## config.mk

```make
export PLATFORM = sky130hd
export DESIGN_NAME = ctrl_pipe_unit
export DESIGN_NICKNAME = d
export VERILOG_FILES = /design/src/rtl/ctrl_pipe_unit.sv
export SDC_FILE = /design/constraint.sdc
export NUM_CORES = 1
export LEC_CHECK = 0
export CAP_MARGIN = 10
export CORE_MARGIN = 2
export CORE_UTILIZATION = 45
export CTS_CLUSTER_DIAMETER = 120
export DETAILED_ROUTE_END_ITERATION = 10
export PLACE_DENSITY = 0.85
export SLEW_MARGIN = 20
export SYNTH_ARGS = -nofsm -noshare
export SYNTH_HDL_FRONTEND = slang
export SYNTH_SLANG_ARGS = --single-unit
```

## constraint.sdc

```tcl
create_clock -name clk -period 7 [get_ports clk]
set_input_delay 1.4 -clock clk [delete_from_list [all_inputs] [get_ports clk]]
set_output_delay 1.4 -clock clk [all_outputs]
set_load 0.02 [all_outputs]
```

## src/rtl/ctrl_pipe_unit.sv

```systemverilog
// Pipelined RV32I control unit: decode in ID, carry control through ID/EX, EX/MEM, MEM/WB.
// Optional macro CTRL_ILLEGAL_TRAP_EN: flag unsupported encodings and squash them into bubbles.
module ctrl_pipe_unit #(
  parameter int INSTR_W       = 32,
  parameter int REG_ADDR_W    = 5,
  parameter int ALU_OP_W      = 2,
  parameter int HAZARD_DETECT = 1
) (
  input  logic                  clk,
  input  logic                  rst,
  input  logic [INSTR_W-1:0]    instr_id,
  input  logic                  id_valid,
  input  logic                  hold,
  input  logic                  flush_ex,
  output logic                  stall_out,
  output logic                  illegal_id,
  output logic                  ex_valid,
  output logic [ALU_OP_W-1:0]   ex_alu_op,
  output logic                  ex_alu_src,
  output logic                  ex_alu_src_a,
  output logic                  ex_branch,
  output logic                  ex_is_jal,
  output logic                  ex_is_jalr,
  output logic                  ex_is_lui,
  output logic [REG_ADDR_W-1:0] ex_rd,
  output logic                  mem_read,
  output logic                  mem_write,
  output logic                  mem_reg_write,
  output logic [REG_ADDR_W-1:0] mem_rd,
  output logic                  wb_reg_write,
  output logic                  wb_memto_reg,
  output logic [REG_ADDR_W-1:0] wb_rd
);

  localparam logic [6:0] OP_R      = 7'b0110011;
  localparam logic [6:0] OP_I_ALU  = 7'b0010011;
  localparam logic [6:0] OP_LOAD   = 7'b0000011;
  localparam logic [6:0] OP_STORE  = 7'b0100011;
  localparam logic [6:0] OP_BRANCH = 7'b1100011;
  localparam logic [6:0] OP_JAL    = 7'b1101111;
  localparam logic [6:0] OP_JALR   = 7'b1100111;
  localparam logic [6:0] OP_LUI    = 7'b0110111;
  localparam logic [6:0] OP_AUIPC  = 7'b0010111;

  typedef struct packed {
    logic [ALU_OP_W-1:0]   alu_op;
    logic                  alu_src;
    logic                  alu_src_a;
    logic                  branch;
    logic                  is_jal;
    logic                  is_jalr;
    logic                  is_lui;
    logic                  mem_read;
    logic                  mem_write;
    logic                  reg_write;
    logic                  memto_reg;
    logic [REG_ADDR_W-1:0] rd;
  } ex_ctl_t;

  typedef struct packed {
    logic                  mem_read;
    logic                  mem_write;
    logic                  reg_write;
    logic                  memto_reg;
    logic [REG_ADDR_W-1:0] rd;
  } mem_ctl_t;

  typedef struct packed {
    logic                  reg_write;
    logic                  memto_reg;
    logic [REG_ADDR_W-1:0] rd;
  } wb_ctl_t;

  logic [6:0]            w_opcode;
  logic [REG_ADDR_W-1:0] w_rd;
  logic [REG_ADDR_W-1:0] w_rs1;
  logic [REG_ADDR_W-1:0] w_rs2;
  logic                  w_unused;
  ex_ctl_t               w_dec;
  logic                  w_known;
  logic                  w_use_rs1;
  logic                  w_use_rs2;
  logic                  w_illegal;
  logic                  w_load_use;
  logic                  w_load;

  logic                  r_vld_p0;
  ex_ctl_t               r_ex_p0;
  mem_ctl_t              r_mem_p1;
  wb_ctl_t               r_wb_p2;

  assign w_opcode = instr_id[6:0];
  assign w_rd     = instr_id[7 +: REG_ADDR_W];
  assign w_rs1    = instr_id[15 +: REG_ADDR_W];
  assign w_rs2    = instr_id[20 +: REG_ADDR_W];
  assign w_unused = ^{instr_id[14:12], instr_id[INSTR_W-1:25]};

  always_comb begin
    w_dec     = '0;
    w_known   = 1'b1;
    w_use_rs1 = 1'b0;
    w_use_rs2 = 1'b0;
    w_dec.rd  = w_rd;
    case (w_opcode)
      OP_R: begin
        w_dec.alu_op = ALU_OP_W'(2);
        w_dec.reg_write = 1'b1;
        w_use_rs1 = 1'b1;
        w_use_rs2 = 1'b1;
      end
      OP_I_ALU: begin
        w_dec.alu_op = ALU_OP_W'(2);
        w_dec.alu_src = 1'b1;
        w_dec.reg_write = 1'b1;
        w_use_rs1 = 1'b1;
      end
      OP_LOAD: begin
        w_dec.alu_src = 1'b1;
        w_dec.mem_read = 1'b1;
        w_dec.memto_reg = 1'b1;
        w_dec.reg_write = 1'b1;
        w_use_rs1 = 1'b1;
      end
      OP_STORE: begin
        w_dec.alu_src = 1'b1;
        w_dec.mem_write = 1'b1;
        w_use_rs1 = 1'b1;
        w_use_rs2 = 1'b1;
      end
      OP_BRANCH: begin
        w_dec.alu_op = ALU_OP_W'(1);
        w_dec.branch = 1'b1;
        w_use_rs1 = 1'b1;
        w_use_rs2 = 1'b1;
      end
      OP_JAL: begin
        w_dec.alu_op = ALU_OP_W'(3);
        w_dec.alu_src = 1'b1;
        w_dec.is_jal = 1'b1;
        w_dec.reg_write = 1'b1;
      end
      OP_JALR: begin
        w_dec.alu_op = ALU_OP_W'(3);
        w_dec.alu_src = 1'b1;
        w_dec.is_jalr = 1'b1;
        w_dec.reg_write = 1'b1;
        w_use_rs1 = 1'b1;
      end
      OP_LUI: begin
        w_dec.alu_op = ALU_OP_W'(3);
        w_dec.alu_src = 1'b1;
        w_dec.is_lui = 1'b1;
        w_dec.reg_write = 1'b1;
      end
      OP_AUIPC: begin
        w_dec.alu_op = ALU_OP_W'(3);
        w_dec.alu_src = 1'b1;
        w_dec.alu_src_a = 1'b1;
        w_dec.reg_write = 1'b1;
      end
      default: w_known = 1'b0;
    endcase
    // x0 is hard-wired; never request a write to it
    if (w_rd == '0) w_dec.reg_write = 1'b0;
  end

`ifdef CTRL_ILLEGAL_TRAP_EN
  assign w_illegal = id_valid & ((instr_id[1:0] != 2'b11) | !w_known);
`else
  assign w_illegal = 1'b0;
`endif
  assign illegal_id = !rst & w_illegal;

  // Unknown opcodes use no source registers, so they can never stall
  assign w_load_use = (HAZARD_DETECT != 0) & id_valid & w_known & r_vld_p0 & r_ex_p0.mem_read
                    & (r_ex_p0.rd != '0)
                    & ((w_use_rs1 & (w_rs1 == r_ex_p0.rd)) | (w_use_rs2 & (w_rs2 == r_ex_p0.rd)));
  assign stall_out  = !rst & w_load_use & !flush_ex & !hold;
  assign w_load     = id_valid & !flush_ex & !stall_out & !w_illegal;

  always_ff @(posedge clk) begin
    if (rst) begin
      r_vld_p0 <= 1'b0;
      r_ex_p0  <= '0;
      r_mem_p1 <= '0;
      r_wb_p2  <= '0;
    end else if (!hold) begin
      // ID -> EX
      r_vld_p0 <= w_load;
      r_ex_p0  <= w_load ? w_dec : '0;
      // EX -> MEM
      r_mem_p1.mem_read  <= r_ex_p0.mem_read;
      r_mem_p1.mem_write <= r_ex_p0.mem_write;
      r_mem_p1.reg_write <= r_ex_p0.reg_write;
      r_mem_p1.memto_reg <= r_ex_p0.memto_reg;
      r_mem_p1.rd        <= r_ex_p0.rd;
      // MEM -> WB
      r_wb_p2.reg_write  <= r_mem_p1.reg_write;
      r_wb_p2.memto_reg  <= r_mem_p1.memto_reg;
      r_wb_p2.rd         <= r_mem_p1.rd;
    end
  end

  assign ex_valid      = r_vld_p0;
  assign ex_alu_op     = r_ex_p0.alu_op;
  assign ex_alu_src    = r_ex_p0.alu_src;
  assign ex_alu_src_a  = r_ex_p0.alu_src_a;
  assign ex_branch     = r_ex_p0.branch;
  assign ex_is_jal     = r_ex_p0.is_jal;
  assign ex_is_jalr    = r_ex_p0.is_jalr;
  assign ex_is_lui     = r_ex_p0.is_lui;
  assign ex_rd         = r_ex_p0.rd;
  assign mem_read      = r_mem_p1.mem_read;
  assign mem_write     = r_mem_p1.mem_write;
  assign mem_reg_write = r_mem_p1.reg_write;
  assign mem_rd        = r_mem_p1.rd;
  assign wb_reg_write  = r_wb_p2.reg_write;
  assign wb_memto_reg  = r_wb_p2.memto_reg;
  assign wb_rd         = r_wb_p2.rd;

endmodule

```

* Word-level counts from Yosys, hierarchy flattened
Index checks and enable logic that the tools add are counted.
Word-level totals: bits in registers 34, input port bits 37
Operators by class: muxes and demuxes 15, reductions and logical operators 13, eq/ne operators 11, bitwise operators 13
Operators with widths (count):
- 7-bit by 6-bit == test with 1-bit output (second input constant) | 3
- 7-bit == test (second input constant) | 3
- 17-bit two-way mux | 1
- 7-bit by 5-bit == test with 1-bit output (second input constant) | 2
- 7-bit OR reduction | 2
- 1-bit two-way mux | 13
- 1-bit bitwise AND | 12
- 5-bit == test | 2
- 9-bit OR reduction | 1
- 7-bit by 2-bit == test with 1-bit output (second input constant) | 1
- 2-bit one-hot mux with 3 select lines | 1
- 6-bit OR reduction | 1
- 5-bit logical NOT | 1
- 5-bit nonzero test | 1
- 1-bit logical NOT | 4
- 4-bit OR reduction | 1
- 3-bit OR reduction | 1
- 2-bit OR reduction | 1
- 1-bit bitwise OR | 1

* Depth between registers and ports, before layout
Gate-level depths: netlist of run 1.
word-level depth 14, mapped depth 7, gate-level depth less buffers 5

* Least setup slack after synthesis of run 1
Ideal clock, no wire load.
path type input port to output port, from input port rst, to output port stall_out, stages on the path 6, slack 2.863 ns, arrival time 2.737 ns, path through clkbuf_1 or4b_4 nor2_4 o2111ai_2 a21oi_4 buf_12
On the way: longest elaborated chain between the ends 4
RTL lines:
- start, declared | line 10 | input logic rst,
- 1-bit logical NOT | line 178 | assign stall_out = !rst & w_load_use & !flush_ex & !hold;
- 1-bit bitwise AND (3 in a row) | line 178
- end, declared | line 15 | output logic stall_out,
No other way between the ends.

* Final worst setup path of run 1
Same ends and word-level chain as after synthesis.

==> impl_results.md, run 1 <==
* CP Buf/Inv Count at 2
* Post-synth top area share at 0.417
* Top Ports at 68
* Synth area leader: dfxtp_1
* Clk sink count at 32
* H-tree Lvls at 2
* Slowest-stage cell, CP: clkdlybuf4s50_1
* RSZ-0062 raised after global routing: no
* # fillers at 303
* Critical Path Fanout Max at 18
* Share of cells above drive strength 1 at 0.0930
* Critical path class: in -> out
* Die area at 3900 um2
* Register area share after synthesis at 0.417
* Tightest Pin Transition at 1140 ps
* Hold Vio Cnt, Final at 0
* HPWL Detailed at 2.49 mm
* Required time of the critical path at 5600 ps
* Fmax at 0.175 GHz
* Fin Hold WS at 462 ps
* DR vias/cell at 5.11
* Row count at 21
* Arrival time at the worst endpoint at 4300 ps
* Via count at 1334
* Setup_tns at 0 ps
* Reg2reg end: r_ex_p0[6]$_SDFFE_PP0N_
* Crit path largest cell delay at 750 ps
* CTS Buffer Depth at 2
* CP cell instances: clkdlybuf4s50_1 > or4b_4 > nor2_4 > o2111ai_2 > a21oi_4 > clkdlybuf4s50_1
* Resized Gates After CTS at 0
* Die Y at 62.4 um
* Commonest cells after routing, fill and taps aside: clkdlybuf4s50_1, dfxtp_1, nand2_1
* Setup crit end kind: primary output
* Crit path max-delay family: buffers and inverters
* TritonCTS clock tree: built
* Power per Cell Area at 152 nW/um2
* Worst setup SP type: input port
* Placed Cells at 256
* DR DRC count at 0
* Layout Cells excl Fill at 261
* Die X-Extent at 62.4 um
* Final setup viols at 0
* Max Cap Viol at 0
* NumNets Final at 254
* Gr usage total at 0.188
* Reg2reg start: ex_rd[4]$_SDFFE_PP0N_
* Synth unique cells at 37
* Post-Syn Instances at 170
* Number of global-route vias before repair at 1284
* Post-DRT Antenna Nets at 0
* Hold Crit Start: r_ex_p0[7]$_SDFFE_PP0N_
* CP most frequent cell: clkdlybuf4s50_1
* RePlAce Congestion at 0.845
* Hold Path Depth at 2
* Lkg Pwr at 0.791 nW
* Post-CTS Setup Bufs at 0
* CTS buffer count at 5
* Largest cells by area after synthesis: dfxtp_1, mux2i_1, nand2_1
* R2R Setup Slk at 5000 ps
* Clk_lat worst skew at 320 ps
* Synth Net Count at 207
* Initial Util at 0.464
* Ant diodes at 0
* Largest net degree at the start of global routing at 19
* Reg2reg path depth at 5
* Slew Limit Headroom at 0.231
* Mapped Avg Cell Area at 9.03 um2
* Initial antenna violation count at 0
* Clock tree root driver cell: clkbuf_4
* Worst Skew at 4.20 ps
* VDD IR max at 0.111 mV
* Synthesized area at 1540 um2
* CTS Hold Bufs at 0
* First-pass GRT wire length at 5.84 mm
* Number of DRC markers in iteration 0 at 46
* Pre-antenna DRT Iters at 4
* I/O Buffers at 56
* Fin crit share at 0.814
* Syn-to-layout area delta at 35.7%
* Core area at 3310 um2
* YS warnings at 0
* Avg WL per Cell at 12.9 um
* Remaining global-route overflow at 0
* Slew Viols, Final at 0
* Minimum clock period at 5700 ps
* Cell area after layout at 2080 um2
* CTS clk-pin slew, worst paths at 80 ps
* Worst Hold Class: reg -> reg
* Outcome: completed
* DP Area at 2040 um2
* Wirelength, routed at 3.36 mm
* Worst hold endpoint: r_ex_p0[7]$_SDFFE_PP0N_
* Synthesized flop and latch total at 32
* Commonest non-fill, non-tap cell in the layout: clkdlybuf4s50_1
-- worst register-to-register path, stage by stage, from the launching register on --
cell and delay, ps:
dfxtp_1 480, xor2_1 120, nor4_1 360, nand4_1 220, a21oi_4 510, o21ai_0 170
-- Yosys cell counts --
cell and n:
nor3_1 2, nor2_1 16, nand4_1 1, nor3b_1 1, nand3_1 6, o31ai_1 1, nor4_1 1, or3_1 3
o21ai_0 10, a21oi_4 1, a21boi_0 1, buf_4 8, inv_1 3, nor2b_1 1, a31oi_1 1, conb_1 1
and3b_1 1, nor4bb_1 1, buf_6 1, nor2_4 1, o21ai_2 9, clkbuf_1 7, o311a_1 1, o21a_1 1
xnor2_1 2, buf_12 1, nor4b_1 1, mux2i_1 15, nand2_1 25, o2111ai_2 1, dfxtp_1 32, xor2_1 8
a21oi_1 2, or4_1 1, or4b_4 1, a2111oi_0 1, o211ai_1 1
-- area by class of cell --
type / instances / area [um2] / share of cell area
multi-input combinational: 118 / 768 / 0.369
sequential: 32 / 641 / 0.308
timing repair buffer: 57 / 568 / 0.273
inverter: 3 / 11.3 / 0.00541
clock buffer: 5 / 37.5 / 0.0180
tap: 46 / 57.6 / 0.0276
-- layer usage --
layer / track usage / wire (um) / vias up
met5: 0 / 0 / -
met2: 0.301 / 1560 / 50
met4: 0.0667 / 33 / 0
met1: 0.235 / 1500 / 610
li1: - / - / 670
met3: 0.0667 / 256 / 4
-- per-stage QoR --
step	util	total power [mW]	worst slack [ps]
after floorplan	-	0.211	2860
after global placement	0.617	0.231	1330
after detailed placement	0.617	0.232	1340
after CTS	0.628	0.319	1330
after global routing	0.629	0.334	1110
final	0.629	0.316	1300
-- logic make-up (layout without fill, tap and decap cells) --
kind of cell	after synthesis	after routing	share of synthesized area
and+or+nand+nor	62	62	0.195
DFF	32	32	0.417
AOI/OAI and AO/OA	30	30	0.147
buffers and inverters	20	65	0.0839
muxes	15	15	0.0978
xor gates and xnor gates	10	10	0.0571
other	1	1	0.00244
-- worst max path at each step --
stage | start | to | slack (ps) | depth (start not counted)
5_1_grt | rst | stall_out | 1110 | 6
2_1_floorplan | rst | stall_out | 2860 | 6
6_report | rst | stall_out | 1300 | 6
4_1_cts | rst | stall_out | 1330 | 6
3_3_place_gp | rst | stall_out | 1330 | 6
3_5_place_dp | rst | stall_out | 1340 | 6
-- power breakdown --
part,internal [mW],switching (mW)
clock network,0.0335,0.0552
registers,0.183,0.00205
logic,0.0228,0.0191
total,0.240,0.0764
Power figures use the tool's default switching activity.
==> run 2, diff against run 1 <==
- CORE_UTILIZATION: 45 -> 41
- PLACE_DENSITY: 0.85 -> 0.79
- clock period: 7 -> 5.8 ns (I/O delays scaled with it)
==> run 2 against run 1 <==
  * First-iteration DRC count rose by 11%
  * Core utilization fell by 3.5 points
  * Final cell count rose by 3.1%
  * Clock-buffer cell count rose by 3
  * Power rose by 42%
  * Clock power rose by 96%
  * Largest power group unchanged
==> impl_results.md, run 2 (synthesis gave the netlist of run 1 again) <==
* Required time of the critical path at 4640 ps
* Ant diodes at 0
* Share of cells above drive strength 1 at 0.109
* Total Power at 0.449 mW
* Worst setup SP type: input port
* TritonCTS clock tree: built
* CP cell instances: clkdlybuf4s50_1 > nor4bb_1 > nand4_1 > a21oi_4 > clkdlybuf4s50_1
* Clk sink count at 32
* Hold Vio Cnt, Final at 0
* Commonest cells after routing, fill and taps aside: clkdlybuf4s50_1, dfxtp_1, nand2_1
* CP most frequent cell: clkdlybuf4s50_1
* Post-CTS Setup Bufs at 0
* CTS buffer count at 5
* DR vias/cell at 5.00
* Minimum clock period at 4720 ps
* Avg WL per Cell at 12.9 um
* Worst Skew at 4.66 ps
* Cell area after layout at 2160 um2
* Layout Cells excl Fill at 269
* CTS Buffer Depth at 2
* Die Y at 65.2 um
* Lkg Pwr at 0.829 nW
* Max Cap Viol at 0
* Slew Limit Headroom at 0.518
* Crit path largest cell delay at 690 ps
* Tightest Pin Transition at 713 ps
* Pre-antenna DRT Iters at 4
* Core area at 3630 um2
* Arrival time at the worst endpoint at 3560 ps
* Clk_lat worst skew at 290 ps
* DR WL met2 at 1.60 mm
* Crit path from: instr_id[2]
* WL met3 at 302 um
* Slew Viols, Final at 0
* Power per Cell Area at 208 nW/um2
* CTS clk-pin slew, worst paths at 60 ps
* Wl on met1 at 1.52 mm
* Final setup viols at 0
* Die X-Extent at 65.2 um
* Via count at 1344
* I/O Buffers at 56
* Post-DRT Antenna Nets at 0
* R2R Setup Slk at 3860 ps
* Wirelength, routed at 3.46 mm
* HPWL Detailed at 2.57 mm
* Worst Hold Class: reg -> reg
* NumNets Final at 257
* Resized Gates After CTS at 0
* Gr usage total at 0.178
* Setup crit end kind: primary output
* Largest net degree at the start of global routing at 19
* # fillers at 352
* RSZ-0062 raised after global routing: no
* Number of global-route vias before repair at 1229
* CTS Hold Bufs at 0
* Die area at 4250 um2
* Worst slack at placement at 1100 ps
* Row count at 22
* H-tree Lvls at 2
* Worst Setup Slack, final at 1080 ps
* Hold Crit Start: r_ex_p0[6]$_SDFFE_PP0N_
* Initial Util at 0.423
* VDD IR max at 0.0922 mV
* Setup_tns at 0 ps
* DP Area at 2070 um2
* Placed Cells at 261
* Fmax at 0.212 GHz
* Commonest non-fill, non-tap cell in the layout: clkdlybuf4s50_1
* Critical Path Fanout Max at 9
* DR top layer: met4
* Reg2reg start: ex_rd[4]$_SDFFE_PP0N_
* DR DRC count at 0
* Number of DRC markers in iteration 0 at 51
* First-pass GRT wire length at 5.71 mm
* Initial antenna violation count at 0
* Critical path class: in -> out
* Syn-to-layout area delta at 40.7%
* Outcome: completed
* Top Ports at 68
* Slowest-stage cell, CP: nor4bb_1
* RePlAce Congestion at 0.850
* Fin crit share at 0.814
* Clock tree root driver cell: clkbuf_8
* Remaining global-route overflow at 0
[run 2: routing by layer]
layer  track usage  vias to the layer above
met4        0.0625                        0
met2         0.282                       51
met5             0                        -
met1         0.220                      613
li1              -                      674
met3        0.0702                        6
[run 2: critical path: cells and delay by family]
kind	cells	cell delay, ps
buffers and inverters	2	1170
and+or+nand+nor	2	990
AOI/OAI and AO/OA	1	240
[run 2: final cells by class]
type,count,area [um2],share of cell area
Clock buffer,8,90.1,0.0417
Tap cell,48,60.1,0.0278
Sequential cell,32,641,0.296
Timing Repair Buffer,60,591,0.273
Inverter,3,11.3,0.00521
Multi-Input combinational cell,118,768,0.356
[run 2: final timing paths]
kind,endpoint,cells after the start
hold reg to reg,r_ex_p0[6]$_SDFFE_PP0N_,2
setup reg to reg,ex_rd[4]$_SDFFE_PP0N_,6
setup / recovery,stall_out,5
hold / removal,r_ex_p0[6]$_SDFFE_PP0N_,2
[run 2: through the flow]
stage          hold slack (ps)  utilization
3_3_place_gp               438        0.569
5_1_grt                    476        0.595
4_1_cts                    458        0.594
3_5_place_dp               444        0.569
6_report                   452        0.595
2_1_floorplan              424            -
[run 2: where the power goes]
part	total [mW]	internal [mW]	switching, mW	leakage, nW
registers	0.224	0.222	0.00251	0.258
logic	0.0513	0.0282	0.0230	0.526
clock network	0.174	0.0966	0.0774	0.0455
total	0.449	0.347	0.103	0.829
